### src/rtl/charlieplex_pkg.sv
// Shared definitions for the charlieplexed LED driver and key scanner:
// key/LED index mapping, size derivations and FSM state encodings.
package charlieplex_pkg;

  // Scan FSM states (same encoding as the LED driver)
  localparam logic [2:0] ST_IDLE   = 3'd0;
  localparam logic [2:0] ST_DRIVE  = 3'd1;
  localparam logic [2:0] ST_SAMPLE = 3'd2;
  localparam logic [2:0] ST_EVAL   = 3'd3;
  localparam logic [2:0] ST_NEXT   = 3'd4;

  // Column x driven, row y sensed -> linear key/LED index (x != y)
  function automatic int key_index(input int x, input int y, input int pc);
    if (x > y) return (pc - 1) * x + y;
    else       return (pc - 1) * x + y - 1;
  endfunction

  // Number of positions in a pc-pin charlieplexed matrix
  function automatic int keycount(input int pc);
    return pc * (pc - 1);
  endfunction

  // Index width for a pc-pin matrix (at least one bit)
  function automatic int indexbits(input int pc);
    return (pc * (pc - 1) > 1) ? $clog2(pc * (pc - 1)) : 1;
  endfunction

endpackage

### src/rtl/sync2.sv
// Parameter-width two-flop synchronizer, async active-low reset to 0.
module sync2 #(
  parameter int W = 1
) (
  input  logic         clk,
  input  logic         rst_n,
  input  logic [W-1:0] d_i,
  output logic [W-1:0] q_o
);

  logic [W-1:0] s1_q, s2_q;

  // Two back-to-back flops to resolve metastability on raw pad inputs
  always_ff @(posedge clk or negedge rst_n) begin
    if (!rst_n) begin
      s1_q <= '0;
      s2_q <= '0;
    end else begin
      s1_q <= d_i;
      s2_q <= s1_q;
    end
  end

  assign q_o = s2_q;

endmodule

### src/rtl/charlieplex_keyscan.sv
// Charlieplexed key-matrix scanner: drives one column at a time, samples
// the rows through a synchronizer, debounces each key and reports
// press/release events over a valid/ready handshake.
// Optional: CHARLIEPLEX_KEYSCAN_DISCHARGE_EN turns the inter-column gap
// into an active discharge cycle (all pins driven low).
module charlieplex_keyscan
  import charlieplex_pkg::*;
#(
  parameter  int PINCOUNT       = 4,
  parameter  int SETTLE_CYCLES  = 4,
  parameter  int DEBOUNCE_SCANS = 3,
  localparam int KEYCOUNT       = keycount(PINCOUNT),
  localparam int INDEXBITS      = indexbits(PINCOUNT)
) (
  input  logic                 clk,
  input  logic                 rst_n,
  input  logic                 enable,
  input  logic [PINCOUNT-1:0]  pin_in,
  output logic [PINCOUNT-1:0]  out_en,
  output logic [PINCOUNT-1:0]  out_value,
  output logic [KEYCOUNT-1:0]  keystate,
  output logic                 event_valid,
  input  logic                 event_ready,
  output logic [INDEXBITS-1:0] event_key,
  output logic                 event_pressed
);

  localparam int CB = $clog2(PINCOUNT);
  localparam int SB = $clog2(SETTLE_CYCLES);
  localparam int NB = (DEBOUNCE_SCANS > 1) ? $clog2(DEBOUNCE_SCANS) : 1;

  localparam logic [CB-1:0] COL_LAST    = CB'(PINCOUNT - 1);
  localparam logic [SB-1:0] SETTLE_LAST = SB'(SETTLE_CYCLES - 1);
  localparam logic [NB-1:0] CNT_LAST    = NB'(DEBOUNCE_SCANS - 1);
  localparam logic [CB:0]   ROW_END     = (CB+1)'(PINCOUNT);

  logic [2:0]           state_q, state_d;
  logic [CB-1:0]        col_q, col_d;
  logic [CB-1:0]        row_q, row_d;
  logic [SB-1:0]        settle_q, settle_d;
  logic [PINCOUNT-1:0]  cap_q, cap_d;
  logic [KEYCOUNT-1:0]  ks_q, ks_d;
  logic [NB-1:0]        cnt_q [KEYCOUNT];
  logic [NB-1:0]        cnt_d [KEYCOUNT];
  logic                 ev_valid_q, ev_valid_d;
  logic [INDEXBITS-1:0] ev_key_q, ev_key_d;
  logic                 ev_pressed_q, ev_pressed_d;

  logic [PINCOUNT-1:0]  pin_sync;
  logic [INDEXBITS-1:0] key_k;
  logic                 samp_s, diff;
  logic [CB:0]          row_inc, row_nxt;
  logic                 row_done, can_load, stall;

  sync2 #(.W(PINCOUNT)) u_sync (
    .clk   (clk),
    .rst_n (rst_n),
    .d_i   (pin_in),
    .q_o   (pin_sync)
  );

  // Current key under evaluation and the row that follows it (skipping row==col)
  always_comb begin
    key_k    = INDEXBITS'(key_index(int'(col_q), int'(row_q), PINCOUNT));
    samp_s   = cap_q[row_q];
    diff     = samp_s ^ ks_q[key_k];
    row_inc  = {1'b0, row_q} + 1'b1;
    row_nxt  = (row_inc == {1'b0, col_q}) ? row_inc + 1'b1 : row_inc;
    row_done = (row_nxt >= ROW_END);
    can_load = !ev_valid_q || event_ready;
  end

  // Scan FSM, debounce and event generation
  always_comb begin
    state_d      = state_q;
    col_d        = col_q;
    row_d        = row_q;
    settle_d     = settle_q;
    cap_d        = cap_q;
    ks_d         = ks_q;
    cnt_d        = cnt_q;
    ev_valid_d   = ev_valid_q && !event_ready;
    ev_key_d     = ev_key_q;
    ev_pressed_d = ev_pressed_q;
    stall        = 1'b0;
    if (!enable) begin
      state_d  = ST_IDLE;
      col_d    = '0;
      settle_d = '0;
    end else begin
      case (state_q)
        ST_IDLE: begin
          state_d  = ST_DRIVE;
          settle_d = '0;
        end
        ST_DRIVE: begin
          if (settle_q == SETTLE_LAST) state_d = ST_SAMPLE;
          else                         settle_d = settle_q + 1'b1;
        end
        ST_SAMPLE: begin
          cap_d   = pin_sync;
          row_d   = (col_q == '0) ? CB'(1) : '0;
          state_d = ST_EVAL;
        end
        ST_EVAL: begin
          if (!diff) begin
            cnt_d[key_k] = '0;
          end else if (cnt_q[key_k] < CNT_LAST) begin
            cnt_d[key_k] = cnt_q[key_k] + 1'b1;
          end else if (can_load) begin
            ks_d[key_k]  = samp_s;
            cnt_d[key_k] = '0;
            ev_key_d     = key_k;
            ev_pressed_d = samp_s;
            ev_valid_d   = 1'b1;
          end else begin
            // Consumer still holds the previous event: wait on this row
            stall = 1'b1;
          end
          if (!stall) begin
            if (row_done) state_d = ST_NEXT;
            else          row_d   = row_nxt[CB-1:0];
          end
        end
        ST_NEXT: begin
          col_d    = (col_q == COL_LAST) ? '0 : col_q + 1'b1;
          settle_d = '0;
          state_d  = ST_DRIVE;
        end
        default: state_d = ST_IDLE;
      endcase
    end
  end

  // State registers
  always_ff @(posedge clk or negedge rst_n) begin
    if (!rst_n) begin
      state_q      <= ST_IDLE;
      col_q        <= '0;
      row_q        <= '0;
      settle_q     <= '0;
      cap_q        <= '0;
      ks_q         <= '0;
      ev_valid_q   <= 1'b0;
      ev_key_q     <= '0;
      ev_pressed_q <= 1'b0;
      for (int i = 0; i < KEYCOUNT; i++) cnt_q[i] <= '0;
    end else begin
      state_q      <= state_d;
      col_q        <= col_d;
      row_q        <= row_d;
      settle_q     <= settle_d;
      cap_q        <= cap_d;
      ks_q         <= ks_d;
      ev_valid_q   <= ev_valid_d;
      ev_key_q     <= ev_key_d;
      ev_pressed_q <= ev_pressed_d;
      cnt_q        <= cnt_d;
    end
  end

  // Pad drive: selected column high while driving/sampling/evaluating
  always_comb begin
    out_en    = '0;
    out_value = '0;
    case (state_q)
      ST_DRIVE, ST_SAMPLE, ST_EVAL: begin
        out_en    = PINCOUNT'(1) << col_q;
        out_value = PINCOUNT'(1) << col_q;
      end
`ifdef CHARLIEPLEX_KEYSCAN_DISCHARGE_EN
      ST_NEXT: begin
        out_en    = '1;
        out_value = '0;
      end
`else
      ST_NEXT: begin
        out_en    = '0;
        out_value = '0;
      end
`endif
      default: begin
        out_en    = '0;
        out_value = '0;
      end
    endcase
  end

  assign keystate      = ks_q;
  assign event_valid   = ev_valid_q;
  assign event_key     = ev_key_q;
  assign event_pressed = ev_pressed_q;

endmodule
### config.mk
export PLATFORM = sky130hd
export DESIGN_NAME = charlieplex_keyscan
export DESIGN_NICKNAME = d
export VERILOG_FILES = /design/src/rtl/charlieplex_pkg.sv /design/src/rtl/sync2.sv /design/src/rtl/charlieplex_keyscan.sv
export SDC_FILE = /design/constraint.sdc
export NUM_CORES = 1
export LEC_CHECK = 0
export ABC_AREA = 1
export BUFFER_PORTS_ARGS = -buffer_cell sky130_fd_sc_hd__buf_2
export CAP_MARGIN = 20
export CORE_ASPECT_RATIO = 0.8
export CORE_MARGIN = 2
export CORE_UTILIZATION = 45
export DETAILED_ROUTE_END_ITERATION = 8
export SLEW_MARGIN = 20
export SYNTH_ARGS = -nofsm -noshare
export SYNTH_HDL_FRONTEND = slang
export SYNTH_SLANG_ARGS = --single-unit
### constraint.sdc
create_clock -name clk -period 5.4 [get_ports clk]
set_input_delay 0.54 -clock clk [delete_from_list [all_inputs] [get_ports clk]]
set_output_delay 0.54 -clock clk [all_outputs]
set_load 0.02 [all_outputs]
Word level (Yosys, flattened, before mapping)

Cells that the tools add are included.

Register bits after elaboration: 63
Input port bits: 8
Output and inout port bits: 26
Logic and storage cells: 122

Add/sub/neg operators: 7
Multiply operators: 1
Order comparisons: 8
Equal/unequal tests: 16
Shift operators: 1
Mux-type cells: 44
Bitwise logic cells: 5
Reduce and logical (&&, ||, !) cells: 17

Operators by type and width:

| operator                                                 | count |
|---|---|
| 2-to-1 mux 24 bit                                        | 3 |
| bitwise AND 24 bit                                       | 1 |
| bitwise mux 24 bit                                       | 1 |
| NOT 24 bit                                               | 1 |
| 2-to-1 mux 2 bit                                         | 10 |
| 2-to-1 mux 3 bit                                         | 5 |
| 2-to-1 mux 1 bit                                         | 14 |
| bitwise mux 12 bit                                       | 1 |
| inequality test 3 bit, second input constant             | 4 |
| one-hot mux 3 bit (4 select lines)                       | 1 |
| binary-select mux 2 bit (select 4 bit)                   | 1 |
| demux 2 bit (select 4 bit)                               | 1 |
| 2-to-1 mux 4 bit                                         | 2 |
| one-hot mux 2 bit (2 select lines)                       | 2 |
| adder 2 x 1 -> 2 bit, second input constant              | 3 |
| == test 3 x 2 -> 1 bit, second input constant            | 2 |
| AND reduction 3 bit                                      | 2 |
| greater-or-equal comparator 5 bit, second input constant | 1 |
| < comparator 4 x 5 -> 1 bit, second input constant       | 1 |
| < comparator 5 x 1 -> 1 bit, second input constant       | 1 |
| NOT 4 -> 5 bit                                           | 1 |
| AND reduction 5 bit                                      | 1 |
| adder 4 x 2 -> 4 bit                                     | 1 |
| binary-select mux 1 bit (select 4 bit)                   | 1 |
| 32 further kinds                                         | 38 |

Logic depth before layout (Yosys ltp)

Depth after elaboration: 16
Gate-level depth with buffers: 21
Depth with buffers taken out: 20

Modules after synthesis

A second synthesis with hierarchy kept.

Cells, all modules: 485
Area, all modules: 3733.6 µm²

By module, submodules not included:

| module              | times used | cells each | area each (µm²) | seq. area each (µm²) |
|---|---|---|---|---|
| charlieplex_keyscan | 1          | 477        | 3533.4          | 1376.3 |
| sync2               | 1          | 8          | 200.2           | 200.2 |

Least setup slack after synthesis

OpenSTA, ideal clock, no wires.

Kind: reg-to-reg
From: register col_q[1]
To: register cnt_q[0] (netlist name)
Setup time: 123 ps
Data arrival time: 2977 ps
Required time: 5277 ps
Slack: 2299 ps
Stages on the path, launching flop included: 21
Buffers on the path: 1
Clock period less this slack: 3101 ps
Path through: dfrtp_1 fa_1 ha_1 fa_1 nor2_1 nand2_1 nand2_1 nand2_1 nand2_1 nand2_1 nand2_1 inv_2 nand3_1 nand3_2 nand2_1 clkinv_1 nand3_2 buf_6 nand3_2 nand2_1 o21ai_1

Word-level cells in the longest chain between the ends: 14
Elaborated cells on any way between the ends: 27
Those cells by class: add/sub (3); mul (1); order compare (4); eq/ne (1); mux (12); bitwise (4); reduce/logical (2)

Ends and longest elaborated chain:

| element                                                                                                       | line                                                                               | source |
|---|---|---|
| from (decl)                                                                                                   | charlieplex_keyscan.sv:38                                                          | `logic [CB-1:0] col_q, col_d;` |
| from (signal assigned)                                                                                        | charlieplex_keyscan.sv:150                                                         | `col_q <= col_d;` |
| multiplier 2 x 2 -> 4 bit                                                                                     | charlieplex_pkg.sv:14, charlieplex_pkg.sv:15                                       |  |
| adder 4 x 2 -> 4 bit                                                                                          | charlieplex_pkg.sv:14, charlieplex_pkg.sv:15                                       |  |
| subtractor 4 x 1 -> 4 bit                                                                                     | charlieplex_pkg.sv:15                                                              | `else return (pc - 1) * x + y - 1;` |
| 2-to-1 mux 4 bit *                                                                                            | charlieplex_pkg.sv:14                                                              | `if (x > y) return (pc - 1) * x + y;` |
| NOT 4 -> 5 bit (not written as such)                                                                          | -                                                                                  |  |
| greater-or-equal comparator 5 bit (not written as such) / < comparator 5 x 1 -> 1 bit (equally long branches) | charlieplex_keyscan.sv:107, charlieplex_keyscan.sv:109, charlieplex_keyscan.sv:112 |  |
| logical AND 1 bit (not written as such)                                                                       | charlieplex_keyscan.sv:107, charlieplex_keyscan.sv:109, charlieplex_keyscan.sv:112 |  |
| 2-to-1 mux 2 bit (not written as such)                                                                        | charlieplex_keyscan.sv:107, charlieplex_keyscan.sv:109, charlieplex_keyscan.sv:112 |  |
| demux 2 bit (select 4 bit)                                                                                    | charlieplex_keyscan.sv:107, charlieplex_keyscan.sv:109, charlieplex_keyscan.sv:112 |  |
| NOT 24 bit (no line)                                                                                          | -                                                                                  |  |
| bitwise AND 24 bit (no line)                                                                                  | -                                                                                  |  |
| 2-to-1 mux 24 bit                                                                                             | charlieplex_keyscan.sv:110                                                         | `end else if (can_load) begin` |
| 2-to-1 mux 24 bit                                                                                             | charlieplex_keyscan.sv:108                                                         | `end else if (cnt_q[key_k] < CNT_LAST) begin` |
| 2-to-1 mux 24 bit                                                                                             | charlieplex_keyscan.sv:106                                                         | `if (!diff) begin` |
| to (signal assigned)                                                                                          | charlieplex_keyscan.sv:158                                                         | `cnt_q <= cnt_d;` |
| to (decl)                                                                                                     | charlieplex_keyscan.sv:43                                                          | `logic [NB-1:0] cnt_q [KEYCOUNT];` |

Every way passes the cells marked *; elsewhere a longest branch is shown, timed or not. The select of a mux whose other input is x is not followed.
A chain may end at the register's enable or synchronous reset.

Worst setup path after layout

From: register row_q[1]
To: register ks_q[10] (netlist: keystate[10])

Word-level cells in the longest chain between the ends: 10
Elaborated cells on any way between the ends: 22
Those cells by class: add/sub (2); order compare (4); mux (11); bitwise (3); reduce/logical (2)

Ends and longest elaborated chain:

| element                                              | line                                         | source |
|---|---|---|
| from (decl)                                          | charlieplex_keyscan.sv:39                    | `logic [CB-1:0] row_q, row_d;` |
| from (signal assigned)                               | charlieplex_keyscan.sv:151                   | `row_q <= row_d;` |
| adder 4 x 2 -> 4 bit                                 | charlieplex_pkg.sv:14, charlieplex_pkg.sv:15 |  |
| subtractor 4 x 1 -> 4 bit                            | charlieplex_pkg.sv:15                        |  |
| 2-to-1 mux 4 bit                                     | charlieplex_pkg.sv:14                        |  |
| NOT 4 -> 5 bit (not written as such)                 | charlieplex_keyscan.sv:108                   |  |
| binary-select mux 2 bit (select 4 bit)               | charlieplex_keyscan.sv:108                   |  |
| 2-to-1 mux 2 bit (not written as such) (2 in series) | charlieplex_keyscan.sv:108                   |  |
| < comparator 2 bit                                   | charlieplex_keyscan.sv:108                   |  |
| NOT 1 bit (no line)                                  | -                                            |  |
| AND reduction 5 bit (no line)                        | -                                            |  |
| to (signal assigned)                                 | charlieplex_keyscan.sv:154                   | `ks_q <= ks_d;` |
| to (decl)                                            | charlieplex_keyscan.sv:42                    | `logic [KEYCOUNT-1:0] ks_q, ks_d;` |

Parallel ways exist; a longest one is shown, timed or not. The select of a mux whose other input is x is not followed.

==> impl_metrics.csv <==
group,metric,value,unit
synthesis,syn_avg_cell_area,7.72,um2
clock_tree,cts_max_path_buffers,2,
worst_setup_path,cp_common_cell,"nand2_1",
worst_setup_path,crit_path_start_kind,"flop",
worst_setup_path,path_max_fanout,18,
clock_tree,post_cts_resized,0,
power_and_ir_drop,power.density,599,mW/mm2
sta,clock_skew,0.00729,ns
worst_setup_path,crit_slowest_cell,"nand3_1",
worst_setup_path,critical-path-top-delay-family,"simple AND/OR/NAND/NOR gates",
routing,drcViolationCount,0,
synthesis,async_flop_share,100,%
clock_tree,cts_buffers,9,
clock_tree,clk_pin_slew,0.07,ns
worst_setup_path,crit_end,"keystate[10]",
worst_setup_path,rr_startpoint,"row_q[1]",
sta,min_period,3.75,ns
power_and_ir_drop,power_frac_clock,17.6,%
die,core,0.00795,mm2
place,dp_cells,605,
cells_and_area,diodes,0,
clock_tree,root_buffer,"clkbuf_8",
worst_setup_path,cp-end-kind,"flop",
cells_and_area,design_area,0.00411,mm2
worst_setup_path,cp.depth,18,
global_route,use_met1,32.3,%
synthesis,yosysMostFrequentCell,"nand2_1",
synthesis,synth_edf_count,0,
clock_tree,cts_setup_buffers,0,
global_route,grt_pass1_vias,2996,
synthesis,netlist.area_leader.share,42.8,%
global_route,overflow,0,
place,gp_congestion,0.926,
place,placed_area,0.00390,mm2
routing,routed_wl,9100,um
cells_and_area,utilization,51.7,%
routing,drtIter0Drc,319,
power_and_ir_drop,power_frac_comb,56.2,%
sta,timing.final.crit_share,69.4,%
place,port_buffers,33,
power_and_ir_drop,netSwitchingFraction,52.0,%
global_route,gr-usage-met2,31.2,%
worst_setup_path,worst-setup-path-type,"flop to flop",
sta,hold_slack,0.296,ns
sta,setup_viol,0,
die,rows,29,
routing,drtAntennaViolNets,0,
worst_setup_path,critPathArrivalTime,4.04,ns
clock_tree,cts_hold_buf,0,
synthesis,synthTopCellsByCount,"139 x nand2_1, 63 x dfrtp_1, 54 x nand3_1, 48 x inv_1, 43 x nor2_1",
global_route,met3_usage,5.99,%
worst_setup_path,critPathBufInv,2,
worst_setup_path,worstReg2RegEnd,"keystate[10]",
global_route,top_usage_layer,"met1",
clock_tree,htreeDepth,3,
die,die_x,105,um
outcome,outcome,"finished, final reports clean",
synthesis,ys_ff_latch,63,
sta,slew_viol_final,0,
routing,vias_per_cell,5.18,
global_route,grt_pass1_wl,15200,um
clock_tree,clock_latency,0.35,ns
worst_setup_path,path_cells,"inv_1 > ha_1 > nand2_1 > nand2_1 > nand3_1 > nand2_2 > nand2_1 > nand2_1 > nand2_1 > nand2_1 > nand2_1 > nand3_2 > nand2_1 > nand2_4 > nand3_2 > inv_2 > nand3_1 > nand2_1",
synthesis,ys_warn_count,0,
power_and_ir_drop,peakVddDrop,289,uV
sta,max_freq,0.267,GHz
power_and_ir_drop,power.internal,1.18,mW
run,drv_cap,0,
sta,worst_slew_pin_slew,0.863,ns
power_and_ir_drop,p_leak,2.08,nW
worst_setup_path,crit_path_start,"row_q[1]",
synthesis,ys_top_cells_by_area,"dfrtp_1 43%, nand2_1 14%, nand3_1 7.3%, inv_1 4.9%, nor2_1 4.4%",
hold_path,hp-class,"input pin to flop",
worst_setup_path,reg2reg_depth,18,
cells_and_area,nets,530,
cells_and_area,final_cell_count_no_fill,621,
worst_setup_path,slowest_delay,0.57,ns
sta,finalHoldViolCount,0,
sta,finalSetupTns,0,ns
sta,rsz0062_at_grt,"false",
synthesis,ys_seq_area_share,42.8,%
sta,slew_headroom,42.3,%
place,hpwl,6330,um
power_and_ir_drop,p_seq_share,26.2,%
power_and_ir_drop,switching_power,1.28,mW
global_route,antenna_found_initial,0,
clock_tree,cts.sinks,63,
die,pin_count,34,
die,dieHeight,84.9,um
cells_and_area,syn2layout_area_growth,11.5,%
routing,wire_per_inst,14.7,um
worst_setup_path,worstPathRequired,5.69,ns
synthesis,synth_nets,499,
synthesis,yosysTopAreaCell,"dfrtp_1",
synthesis,synth_cell_types,33,
synthesis,synthCells,477,
global_route,grt_usage,21.9,%
synthesis,synth_area,0.00368,mm2
worst_setup_path,ff2ff_setup_slack,1.65,ns
global_route,grt_max_degree,64,
die,die_area,0.00893,mm2
clock_tree,tritoncts,"yes",
synthesis,yosys_most_used_dff,"dfrtp_1",
routing,dr.pass1.iters,5,
die,initial_utilization,46.3,%
cells_and_area,drive_gt1_share,17.0,%
routing,vias,3218,
-- power by group through the flow --
stage	Clock [mW]	Sequential [mW]	Combinational [mW]
floorplan	0	0.652	1.04
global placement	0	0.648	1.36
detailed placement	0	0.650	1.36
CTS	0.446	0.642	1.37
global route	0.468	0.655	1.55
finish	0.432	0.645	1.38
-- kinds of logic after synthesis --
group | Yosys count | synth area share, %
AO/OA/AOI/OAI | 50 | 7.71
XOR/XNOR | 1 | 0.238
adder cells (fa/ha/maj) | 14 | 5.16
buffers and inverters | 71 | 8.70
flip-flops | 63 | 42.8
multiplexers | 4 | 1.22
AND/OR/NAND/NOR | 274 | 34.1
-- sequential cells by signal, indices dropped and copies added (netlist names) --
| register | count |
|---|---|
| event_key | 4 |
| row_q | 2 |
| cnt_q | 24 |
| event_valid | 1 |
| u_sync.q_o | 4 |
| u_sync.s1_q | 4 |
| col_q | 2 |
| settle_q | 2 |
| event_pressed | 1 |
| keystate | 12 |
| cap_q | 4 |
| state_q | 3 |
-- worst register-to-register path, stage by stage (launching register included) --
cell and delay (ns):
dfrtp_1 0.47, inv_1 0.15, ha_1 0.35, nand2_1 0.06, nand2_1 0.14, nand3_1 0.57
nand2_2 0.52, nand2_1 0.10, nand2_1 0.10, nand2_1 0.06, nand2_1 0.06, nand2_1 0.08
nand3_2 0.09, nand2_1 0.08, nand2_4 0.19, nand3_2 0.24, inv_2 0.26, nand3_1 0.11
nand2_1 0.08
-- per-stage QoR --
step,power [mW],worst slack [ns]
3_5_place_dp,2.01,1.69
5_1_grt,2.67,1.29
6_report,2.46,1.65
3_3_place_gp,2.01,1.77
2_1_floorplan,1.69,2.30
4_1_cts,2.46,1.68
-- cell usage in the layout (no fill, tap or decap), types with 2 or more instances in the layout --
cell	instances
nand2_1	139
dfrtp_1	63
nand3_1	54
inv_1	48
nor2_1	43
buf_2	33
o21ai_1	27
nand3_2	16
nand4_1	12
ha_1	12
o21ai_0	11
clkbuf_8	11
nand2_2	5
inv_2	5
a21oi_1	5
mux2_2	4
buf_4	3
nand3b_1	2
a211oi_1	2
fa_1	2
clkinvlp_4	2
-- final cells by class --
type / instances / area, um2
Multi-Input combinational cell: 343 / 1790
Timing Repair Buffer: 36 / 188
Tap cell: 108 / 135
Fill cell: 795 / 3840
Clock buffer: 12 / 155
Clock inverter: 4 / 53.8
Sequential cell: 63 / 1580
Inverter: 55 / 211
-- layer usage --
layer	wire length (um)	share of wire (%)
met1	4640	51
met2	3730	41
met3	573	6.3
met4	158	1.7
met5	0	0
-- worst min-delay path by stage --
| stage | startpoint | to | slack [ns] | cells after the start |
|---|---|---|---|---|
| 2_1_floorplan | rst_n | cap_q[0] | 0.24 | 0 |
| 3_3_place_gp | u_sync.s1_q[2] | u_sync.q_o[2] | 0.33 | 0 |
| 3_5_place_dp | u_sync.s1_q[1] | u_sync.q_o[1] | 0.33 | 0 |
| 4_1_cts | pin_in[2] | u_sync.s1_q[2] | 0.28 | 1 |
| 5_1_grt | pin_in[3] | u_sync.s1_q[3] | 0.27 | 1 |
| 6_report | pin_in[1] | u_sync.s1_q[1] | 0.30 | 1 |
(Power assumes the default switching activity.)
